## config.mk

```make
export PLATFORM = sky130hd
export DESIGN_NAME = truth_table_sweeper
export DESIGN_NICKNAME = d
export VERILOG_FILES = /design/src/rtl/tts_pkg.sv /design/src/rtl/tts_sync2.sv /design/src/rtl/truth_table_sweeper.sv
export SDC_FILE = /design/constraint.sdc
export NUM_CORES = 1
export LEC_CHECK = 0
export BUFFER_PORTS_ARGS = -buffer_cell sky130_fd_sc_hd__buf_2
export CORE_MARGIN = 3
export CORE_UTILIZATION = 50
export CTS_CLUSTER_DIAMETER = 40
export DETAILED_ROUTE_END_ITERATION = 8
export PLACE_DENSITY = 0.74
export SYNTH_ARGS = -nofsm -noshare
export SYNTH_HDL_FRONTEND = slang
export SYNTH_SLANG_ARGS = --single-unit
```

## constraint.sdc

```tcl
create_clock -name clk -period 1.7 [get_ports clk]
set_clock_uncertainty 0.1 [all_clocks]
set_input_delay 0.085 -clock clk [delete_from_list [all_inputs] [get_ports clk]]
set_output_delay 0.085 -clock clk [all_outputs]
set_load 0.01 [all_outputs]
```

## src/rtl/tts_pkg.sv

```systemverilog
// Shared types and constants for the truth-table sweeper.
package tts_pkg;

    localparam int unsigned N_VECTORS = 8;
    localparam int unsigned IDX_W     = 3;

    typedef enum logic [2:0] {
        StIdle,
        StApply,
        StSettle,
        StSample,
        StDone
    } tts_state_e;

endpackage

```

## src/rtl/tts_sync2.sv

```systemverilog
// Two-flop synchronizer for a single asynchronous input bit.
module tts_sync2 (
    input  logic clk,
    input  logic rst_n,
    input  logic d,
    output logic q
);

    logic meta_q;
    logic sync_q;

    always_ff @(posedge clk or negedge rst_n) begin
        if (!rst_n) begin
            meta_q <= 1'b0;
            sync_q <= 1'b0;
        end else begin
            meta_q <= d;
            sync_q <= meta_q;
        end
    end

    assign q = sync_q;

endmodule

```

## src/rtl/truth_table_sweeper.sv

```systemverilog
// Steps a 3-bit vector through 0..7, waits for the circuit to settle, and captures a dual-rail
// truth table. Define TTS_ERR_ABORT_EN to end the sweep at the first dual-rail violation.
module truth_table_sweeper
    import tts_pkg::*;
#(
    parameter int unsigned SETTLE_CYCLES = 16,
    parameter int unsigned SETTLE_W      = 16
) (
    input  logic                 clk,
    input  logic                 rst_n,
    input  logic                 start,
    output logic                 busy,
    output logic                 done,
    output logic [IDX_W-1:0]     drv_in,
    input  logic                 sense_out1,
    input  logic                 sense_out2,
    output logic [N_VECTORS-1:0] tt_out1,
    output logic [N_VECTORS-1:0] tt_out2,
    output logic [N_VECTORS-1:0] err_mask
);

`ifdef TTS_ERR_ABORT_EN
    localparam bit ErrAbort = 1'b1;
`else
    localparam bit ErrAbort = 1'b0;
`endif

    localparam logic [SETTLE_W-1:0] SettleLoad = SETTLE_W'(SETTLE_CYCLES - 1);
    localparam logic [IDX_W-1:0]    LastIdx    = IDX_W'(N_VECTORS - 1);

    tts_state_e           state_q, state_d;
    logic [IDX_W-1:0]     idx_q, idx_d;
    logic [SETTLE_W-1:0]  cnt_q, cnt_d;
    logic [N_VECTORS-1:0] tt1_q, tt1_d;
    logic [N_VECTORS-1:0] tt2_q, tt2_d;
    logic [N_VECTORS-1:0] err_q, err_d;
    logic                 s1_sync, s2_sync;
    logic                 viol;

    tts_sync2 u_sync_out1 (
        .clk   (clk),
        .rst_n (rst_n),
        .d     (sense_out1),
        .q     (s1_sync)
    );

    tts_sync2 u_sync_out2 (
        .clk   (clk),
        .rst_n (rst_n),
        .d     (sense_out2),
        .q     (s2_sync)
    );

    // Both rails equal means the circuit is neither cleanly 0 nor 1.
    assign viol = (s1_sync == s2_sync);

    always_comb begin
        state_d = state_q;
        idx_d   = idx_q;
        cnt_d   = cnt_q;
        tt1_d   = tt1_q;
        tt2_d   = tt2_q;
        err_d   = err_q;
        case (state_q)
            StIdle: begin
                if (start) begin
                    tt1_d   = '0;
                    tt2_d   = '0;
                    err_d   = '0;
                    idx_d   = '0;
                    state_d = StApply;
                end
            end
            StApply: begin
                cnt_d   = SettleLoad;
                state_d = StSettle;
            end
            StSettle: begin
                if (cnt_q == '0) begin
                    state_d = StSample;
                end else begin
                    cnt_d = cnt_q - 1'b1;
                end
            end
            StSample: begin
                tt1_d[idx_q] = s1_sync;
                tt2_d[idx_q] = s2_sync;
                err_d[idx_q] = viol;
                if (idx_q == LastIdx || (ErrAbort && viol)) begin
                    state_d = StDone;
                end else begin
                    idx_d   = idx_q + 1'b1;
                    state_d = StApply;
                end
            end
            StDone: begin
                state_d = StIdle;
            end
            default: begin
                state_d = StIdle;
            end
        endcase
    end

    always_ff @(posedge clk or negedge rst_n) begin
        if (!rst_n) begin
            state_q <= StIdle;
            idx_q   <= '0;
            cnt_q   <= '0;
            tt1_q   <= '0;
            tt2_q   <= '0;
            err_q   <= '0;
        end else begin
            state_q <= state_d;
            idx_q   <= idx_d;
            cnt_q   <= cnt_d;
            tt1_q   <= tt1_d;
            tt2_q   <= tt2_d;
            err_q   <= err_d;
        end
    end

    // The index doubles as the drive vector, so drv_in holds its last value between sweeps.
    assign drv_in   = idx_q;
    assign busy     = (state_q != StIdle);
    assign done     = (state_q == StDone);
    assign tt_out1  = tt1_q;
    assign tt_out2  = tt2_q;
    assign err_mask = err_q;

endmodule

```

==> results of run 1 <==
-- per-layer routing --
metal  up-vias  track usage, %  wire length [µm]
met5         -               0                 0
met4         0           8.300               148
met3        16           4.054               242
met2        50           35.61              3102
met1      1056           28.26              2818
li1        994               -                 -
-- cell usage in the layout (no fill, tap or decap), types with 3 or more instances in the layout --
cell type and n:
clkbuf_8 5, a21oi_2 4, inv_1 14, nand2b_1 4
buf_2 33, nand2_1 19, dfrtp_1 49, nand3b_1 5
mux2i_1 8, buf_4 42, nand2_4 3, nor3b_1 3
and3_4 3, a32o_1 3, nand3_1 4, o22ai_1 12
or3_1 3, nor4_4 3, a21oi_1 3, buf_6 7
dlygate4sd3_1 3, nor2_1 13, o2bb2ai_1 9
-- per-stage QoR --
stage / setup TNS [ps] / cell area [µm²] / hold WS [ps]
2_1_floorplan: -260.0 / 2338 / -310.6
3_3_place_gp: -787.9 / 2838 / 92.72
5_1_grt: -3461 / 3353 / 135.7
6_report: -981.8 / 3353 / 96.29
4_1_cts: -270.2 / 3133 / 118.7
3_5_place_dp: -1330 / 2838 / 94.31
-- timing repair --
| item | CTS | global route |
|---|---|---|
| endpoints found under the hold margin | 52 | 0 |
| setup buffers | 2 | 6 |
| pin swaps | 14 | 10 |
| resized for setup | 35 | 35 |
| setup endpoints to repair | 37 | 44 |
| hold buffers | 3 | 0 |
-- how the worst min path moves through the flow --
stage	startpoint	endpoint	slack, ps	cells past startpoint
global route	start	state_q[0]	140	4
CTS	start	state_q[0]	120	4
global placement	sense_out1	u_sync_out1.meta_q	90	1
detailed placement	sense_out2	u_sync_out2.meta_q	90	1
finish	start	state_q[0]	100	4
floorplan	rst_n	cnt_q[0]	-310	0
-- state kept, by name, indices dropped and copies added (netlist names) --
| signal | count |
|---|---|
| u_sync_out2.q | 1 |
| drv_in | 3 |
| u_sync_out1.meta_q | 1 |
| u_sync_out2.meta_q | 1 |
| err_mask | 8 |
| u_sync_out1.q | 1 |
| tt_out2 | 8 |
| cnt_q | 16 |
| state_q | 3 |
| tt_out1 | 8 |
-- worst min-delay path, delay by kind of cell --
| family | cells | cell delay [ps] |
|---|---|---|
| simple gates | 2 | 150 |
| buf+inv | 1 | 90 |
| compound gates | 1 | 130 |
-- layout make-up --
cell class / instances / area [µm²] / area share (%)
repair buffers: 85 / 589.3 / 17.57
flip-flops and latches: 50 / 1252 / 37.35
multi-input cells: 152 / 1279 / 38.13
clock inverters: 2 / 38.79 / 1.157
clock buffers: 5 / 68.82 / 2.052
inverters: 16 / 60.06 / 1.791
well taps: 52 / 65.06 / 1.940
-- power by group --
part | internal, mW | switching, mW | leakage, nW
clock network | 0.433 | 0.398 | 0.0542
logic | 0.997 | 1.24 | 0.837
registers | 1.44 | 0.183 | 0.656
total | 2.87 | 1.82 | 1.55
-- kinds of logic after synthesis --
logic type | share of synthesized area [%]
xor gates and xnor gates | 0.7492
muxes | 3.906
and+or+nand+nor | 20.65
AOI/OAI and AO/OA | 15.36
DFF | 53.50
buffers and inverters | 4.227
adders and majority gates | 1.605
==> impl_results.md, run 1 <==
- Status: finished with violations
- Violated checks: setup timing
- Layout cell share with drive strength beyond 1: 43.55%
- Peak supply drop: 0.8869 mV
- Critical Path End: cnt_q[0]
- CP max FO: 4
- Yosys Warn Count: 0
- CP Launch Point: cnt_q[8]
- #FFs+latches synth: 50
- Hold WC Path Type: primary input to register
- Die Span Y: 74.39 µm
- Vias per cell: 5.845
- DR pass1 iterations: 4
- Final Net Count: 318
- Largest net degree at the start of global routing: 51
- Max incr delay on CP: 400 ps
- Crit path max-delay family: simple AND/OR/NAND/NOR gates
- Clock Latency Late Sink: 310 ps
- Port buffer count: 33
- Avg Inst Size Synth: 10.26 µm²
- Count leader, synth: dfrtp_1
- Max cap viols: 0
- First-pass GRT wire length: 9149 µm
- Rel. slew slack: 58.07%
- Worst-path clk slew: 100 ps
- Worst Setup End Kind: register
- Vias in the first global route: 1997
- Ports: 34
- Total power: 4.683 mW
- Final GP Congestion: 0.8496
- CP max stage cell: dfrtp_1
- DRT antenna net count: 0
- H-tree levels: 2
- Number of synthesized flops with an enable pin: 0
- Achievable Freq: 548.7 MHz
- Placed Cells: 344
- Top cell type's share of synthesized area: 53.50%
- Synth top area cells: dfrtp_1, nand2_1, o22ai_1, mux2i_1, o2bb2ai_1
- Reg2Reg Depth: 7
- CTS sink count: 50
- RSZ-0062 raised after global routing: yes
- Crit share post-route: 107.2%
- Cell mode on critical path: buf_6
- Worst EP arrival: 1940 ps
- Minimum clock period after layout: 1822 ps
- Static Leakage: 1.548 nW
- Slew of the pin with the lowest slew margin: 629.0 ps
- Remaining Overflow, GRT: 0
- R2R Path End: cnt_q[0]
- Final setup vio count: 28
- Setup crit start kind: register
- Core area: 4444 µm²
- Total CTS buffers: 5
- Power per cell area: 1397 nW/µm²
- FP Rows: 24
- CTS tree: built
- Width of the die: 74.39 µm
- WP depth: 7
- DR WL/cell: 17.44 µm
- Cell variety after synth: 45
- Layout area overhead: 43.39%
- Final worst-path setup slack: -122.3 ps
- Synth cell count leaders: dfrtp_1, nand2_1, inv_1
- Cell taking the most area after synthesis: dfrtp_1
- Crit-path cells: buf_6, nor4_4, buf_4, and4_4, buf_6, nor3_1, a21oi_1
- Critical path buffer and inverter count: 3
- Synthesized net count: 236
- Crit Reg-Reg Startpoint: cnt_q[8]
- DIE AREA: 5534 µm²
- Vias: 2116
- WS Path Type: register to register
- Drt drc: 0
- Drt total wl: 6312 µm
- Initial antenna violation count: 0
- Hpwl dp: 3681 µm
- FILL cells: 290
- Iteration-0 DRC Markers: 160
- Ant. Diodes: 0
- Clock Tree Buf Depth: 2
- Critical Path RT: 1820 ps
- Syn Std Cell Area: 2338 µm²
- Fin. Hold Viols: 0
- Synth Instances: 228
- Initial Utilization: 52.62%
- Sequential-to-total area share from yosys stat: 53.50%
- Fin cells: 362
- Ys async rst share: 100.0%
- Main flop type after synthesis: dfrtp_1
- Post-Place Setup Slack: -199.6 ps
- Root buffer cell: clkbuf_8
- FF-to-FF setup slack: -120 ps
- GRT Util Overall: 21.59%
- Final core utilization: 75.45%
- Final Slew Violations: 0
Power figures use the tool's default switching activity.
==> run 2, diff against run 1 <==
--- a/config.mk
+++ b/config.mk
@@ -11,6 +11,7 @@
 export CTS_CLUSTER_DIAMETER = 40
 export DETAILED_ROUTE_END_ITERATION = 8
 export PLACE_DENSITY = 0.74
+export REMOVE_ABC_BUFFERS = 1
 export SYNTH_ARGS = -nofsm -noshare
 export SYNTH_HDL_FRONTEND = slang
 export SYNTH_SLANG_ARGS = --single-unit
==> impl_results.md, run 2 (synthesized netlist as in run 1, its figures left out) <==
- WS Path Type: register to register
- Status: finished with violations
- Hold Path End: state_q[0]
- Crit Reg-Reg Startpoint: state_q[0]
- Top reg by flops: cnt_q
- DR pass1 iterations: 4
- Placed cell area: 2885 µm²
- FILL cells: 298
- Ports: 34
- Iteration-0 DRC Markers: 169
- Final GP Congestion: 0.8546
- Final worst-path setup slack: -117.7 ps
- Remaining Overflow, GRT: 0
- FF-to-FF setup slack: -120 ps
- Drt total wl: 6160 µm
- R2R Path End: cnt_q[7]
- Post-Place Setup Slack: -155.0 ps
- Critical Path RT: 1790 ps
- Max FFs per register: 16
- Hold WC Path Type: primary input to register
- Peak supply drop: 0.9450 mV
- Largest net degree at the start of global routing: 51
- Worst EP arrival: 1910 ps
- Final setup vio count: 23
- Most frequent cells in the layout: dfrtp_1, buf_4, buf_2
- Most common cell after layout, fill and taps aside: dfrtp_1
- RSZ-0062 raised after global routing: yes
- DR WL/cell: 17.16 µm
- Final core utilization: 74.63%
- Vias: 2059
- Worst-path clk slew: 100 ps
- CP max FO: 4
- Core area: 4444 µm²
- Static Leakage: 1.525 nW
- Minimum clock period after layout: 1818 ps
- CTS tree: built
- Initial antenna violation count: 0
- FP Rows: 24
- GRT Util Overall: 22.17%
- Setup crit start kind: register
- Power per cell area: 1373 nW/µm²
- Rel. slew slack: 67.88%
- Final Net Count: 314
- Achievable Freq: 550.2 MHz
- Reg2Reg Depth: 4
- Violated checks: setup timing
- DIE AREA: 5534 µm²
- Total CTS buffers: 5
- Worst Setup End Kind: register
- Drt drc: 0
- Hold Crit Depth: 4
- Setup TNS: -1049 ps
- Hold Crit Start: start
- Max incr delay on CP: 420 ps
- Port buffer count: 33
- Layout cell share with drive strength beyond 1: 41.37%
- First-pass GRT wire length: 9301 µm
- Ant. Diodes: 0
- Vias in the first global route: 1956
- Fin. Hold Viols: 0
- Hpwl dp: 3753 µm
- Max cap viols: 0
- Crit share post-route: 106.9%
- Die Span Y: 74.39 µm
- H-tree levels: 2
- Slew of the pin with the lowest slew margin: 480.6 ps
- Final Slew Violations: 0
- CTS sink count: 50
- Crit-path cells: or3b_1, or2_1, or4_4, mux2i_1
- Clock Latency Late Sink: 310 ps
- DRT antenna net count: 0
- Root buffer cell: clkbuf_8
- CP max stage cell: or4_4
- Total power: 4.555 mW
- Final instance area: 3317 µm²
- Vias per cell: 5.735
- Initial Utilization: 52.62%
- Width of the die: 74.39 µm
- Clock Tree Buf Depth: 2
- Layout area overhead: 41.84%
run 2: changes by cell type in the layout (fill, tap and decap cells not counted), moves of 2 or more:
cell,delta
buf_6,-2
nor4_4,+2
nor2_4,-2
buf_12,+2
buf_4,-4
nand2_4,-2
nor3_4,-2
run 2: layout make-up:
class	count	area, µm²	area share, %
clock buffers	5	68.82	2.075
clock inverters	3	48.80	1.471
inverters	16	60.06	1.811
multi-input cells	152	1246	37.57
flip-flops and latches	50	1251	37.72
well taps	52	65.06	1.962
repair buffers	81	576.8	17.39
run 2: through the flow:
step | hold WS [ps] | cells
after floorplan | -310.6 | 218
after global placement | -8.225 | 347
after detailed placement | -8.299 | 347
after CTS | 100.7 | 358
after global routing | 169.3 | 359
final | 128.8 | 359
run 2: power by group:
group / total [mW] / switching [mW] / leakage [nW] / internal, mW
registers: 1.61 / 0.177 / 0.658 / 1.43
logic: 2.07 / 1.14 / 0.810 / 0.934
clock network: 0.874 / 0.426 / 0.0563 / 0.449
run 2: routing by layer:
layer	share of wire, %	GRT usage, %	vias to the layer above
met5	0	0	-
met4	1.7	7.905	0
met3	5.2	4.865	11
met2	49	34.73	59
met1	44	30.40	1002
li1	-	-	987
run 2: timing repair:
item                                    CTS  global route
endpoints found under the setup margin   34            44
hold buffers                              3             0
hold endpoints to repair                 52             0
gates resized for setup                  32            26
buffers inserted                          0             1
pin swaps                                 9             8
run 2: worst max path at each step:
stage / from / end
final: state_q[0] / cnt_q[7]
after global placement: cnt_q[9] / cnt_q[12]
after floorplan: state_q[0] / cnt_q[7]
after global routing: cnt_q[9] / cnt_q[11]
after CTS: state_q[0] / cnt_q[7]
after detailed placement: cnt_q[9] / cnt_q[12]
run 2: critical path: cells and delay by family, from the launching register on:
family	cells	cell delay, ps
DFF	1	410
and+or+nand+nor	3	1050
muxes	1	130
==> run 3, diff against run 2 <==
==> constraint.sdc (replaced) <==
create_clock -name clk -period 1.7 [get_ports clk]
set_clock_uncertainty 0.1 [all_clocks]
set_input_delay 0 -clock clk [delete_from_list [all_inputs] [get_ports clk]]
set_output_delay 0 -clock clk [all_outputs]
set_load 0.01 [all_outputs]
==> impl_results.md, run 3 (synthesized netlist as in run 1, its figures left out) <==
- Worst EP arrival: 1970 ps
- Static Leakage: 1.526 nW
- Port buffer count: 33
- Ant. Diodes: 0
- Hpwl dp: 3733 µm
- Hold Crit Start: start
- Final GP Congestion: 0.8495
- Final Net Count: 316
- Setup crit start kind: register
- Clock power share: 15.9%
- Die Span Y: 74.39 µm
- Core area: 4444 µm²
- Hold WC Path Type: primary input to register
- Slew of the pin with the lowest slew margin: 625.5 ps
- WS Path Type: register to register
- Vias per cell: 5.817
- Drt total wl: 6241 µm
- Fin cells: 361
- CTS tree: built
- Critical Path RT: 1790 ps
- Final setup vio count: 20
- Ports: 34
- Internal power: 2.671 mW
- First-pass GRT wire length: 8707 µm
- Final instance area: 3273 µm²
- Worst Setup End Kind: register
- Clock Tree Buf Depth: 2
- DIE AREA: 5534 µm²
- CP max FO: 5
- Largest net degree at the start of global routing: 51
- Total CTS buffers: 5
- Max incr delay on CP: 420 ps
- Iteration-0 DRC Markers: 227
- CP max stage cell: dfrtp_1
- Most common cell after layout, fill and taps aside: dfrtp_1
- Violated checks: setup timing
- Switching fraction of total power: 39.33%
- Worst-path clk slew: 90 ps
- Critical path buffer and inverter count: 1
- Peak supply drop: 0.9895 mV
- Total power: 4.402 mW
- Max FFs per register: 16
- Layout cell share with drive strength beyond 1: 42.39%
- Hold Path End: state_q[0]
- Initial antenna violation count: 0
- Crit share post-route: 110.3%
- Vias in the first global route: 1861
- H-tree levels: 2
- Rel. slew slack: 58.30%
- GRT Util Overall: 20.30%
- Crit-path cells: or3b_1, buf_4, nor4_4, a21boi_1, o21a_1
- Placed cell area: 2873 µm²
- Width of the die: 74.39 µm
- DR WL/cell: 17.29 µm
- Drt drc: 0
- Layout area overhead: 39.97%
- Initial Utilization: 52.62%
- Root buffer cell: clkbuf_8
- Sequential power share: 36.6%
- Vias: 2100
- Fin. Hold Viols: 0
- FF-to-FF setup slack: -180 ps
- FILL cells: 302
- Final Slew Violations: 0
- Crit path max-delay family: simple AND/OR/NAND/NOR gates
- WP depth: 5
- RSZ-0062 raised after global routing: yes
- Final core utilization: 73.65%
- Power per cell area: 1345 nW/µm²
- Remaining Overflow, GRT: 0
- Final worst-path setup slack: -175.8 ps
- Hold Crit Depth: 4
- Max cap viols: 0
- DRT antenna net count: 0
- Clock Latency Late Sink: 300 ps
- Combinational power share: 47.5%
- Most frequent cells in the layout: dfrtp_1, buf_4, buf_2
- Post-Place Setup Slack: -185.8 ps
- Achievable Freq: 533.1 MHz
- CTS sink count: 50
- DR pass1 iterations: 4
- FP Rows: 24
- Reg2Reg Depth: 5
- Placed Cells: 347
- Net Sw Power: 1.732 mW
- Crit Reg-Reg Startpoint: state_q[1]
- R2R Path End: cnt_q[12]
- Minimum clock period after layout: 1876 ps
- Top reg by flops: cnt_q
- Status: finished with violations
## run 3: cell count changes in the layout (fill, tap and decap cells not counted), moves of 2 or more
| cell | previous run | this run |
|---|---|---|
| and3_1 | 0 | 2 |
| nand3_2 | 1 | 3 |
| nor4_2 | 1 | 3 |
| o21ai_1 | 2 | 0 |
| nor3_4 | 0 | 2 |
| nor4_4 | 5 | 2 |
| buf_4 | 38 | 41 |
## run 3: worst max-delay path by stage
stage / endpoint / start
after floorplan: cnt_q[7] / state_q[0]
after global placement: cnt_q[12] / cnt_q[9]
after detailed placement: cnt_q[7] / cnt_q[0]
after CTS: cnt_q[7] / cnt_q[1]
after global routing: cnt_q[8] / cnt_q[1]
final: cnt_q[12] / state_q[1]
## run 3: area by class of cell
type                    instances  area (µm²)  share of cell area (%)
inverters                      16       60.06                   1.835
flip-flops and latches         50        1251                   38.23
clock inverters                 3       21.27                  0.6498
multi-input cells             152        1227                   37.50
well taps                      52       65.06                   1.988
clock buffers                   5       68.82                   2.102
repair buffers                 83       579.3                   17.70
## run 3: metrics by stage
stage	hold slack [ps]	TNS (ps)
after floorplan	-395.6	-807.0
after global placement	7.786	-500.8
after detailed placement	9.317	-1998
after CTS	16.91	-178.6
after global routing	67.86	-2361
final	44.84	-830.5
## run 3: worst min-delay path, delay by kind of cell
kind	cells	cell delay (ps)
simple gates	2	180
buf+inv	1	100
compound gates	1	130
## run 3: metal layers
metal | track usage (%) | up-vias | part of all wire [%]
met3 | 4.730 | 15 | 6.8
met4 | 6.126 | 0 | 1.7
met1 | 30.44 | 1016 | 42
li1 | - | 990 | -
met5 | 0 | - | 0
met2 | 29.17 | 79 | 49
## run 3: power groups by stage
stage	clock network [mW]	logic, mW	registers [mW]
final	0.701	2.09	1.61
after global placement	0	1.80	1.61
after CTS	0.707	1.89	1.60
after floorplan	0	0.864	1.76
after global routing	0.758	2.29	1.64
after detailed placement	0	1.82	1.62
## run 3: timing repair
item / in CTS / in global routing
resized for setup: 21 / 36
endpoints found under the hold margin: 52 / 0
endpoints found under the setup margin: 23 / 44
hold buffers: 3 / 0
setup buffers: 1 / 2
pin swaps: 9 / 10
gates cloned: 0 / 0
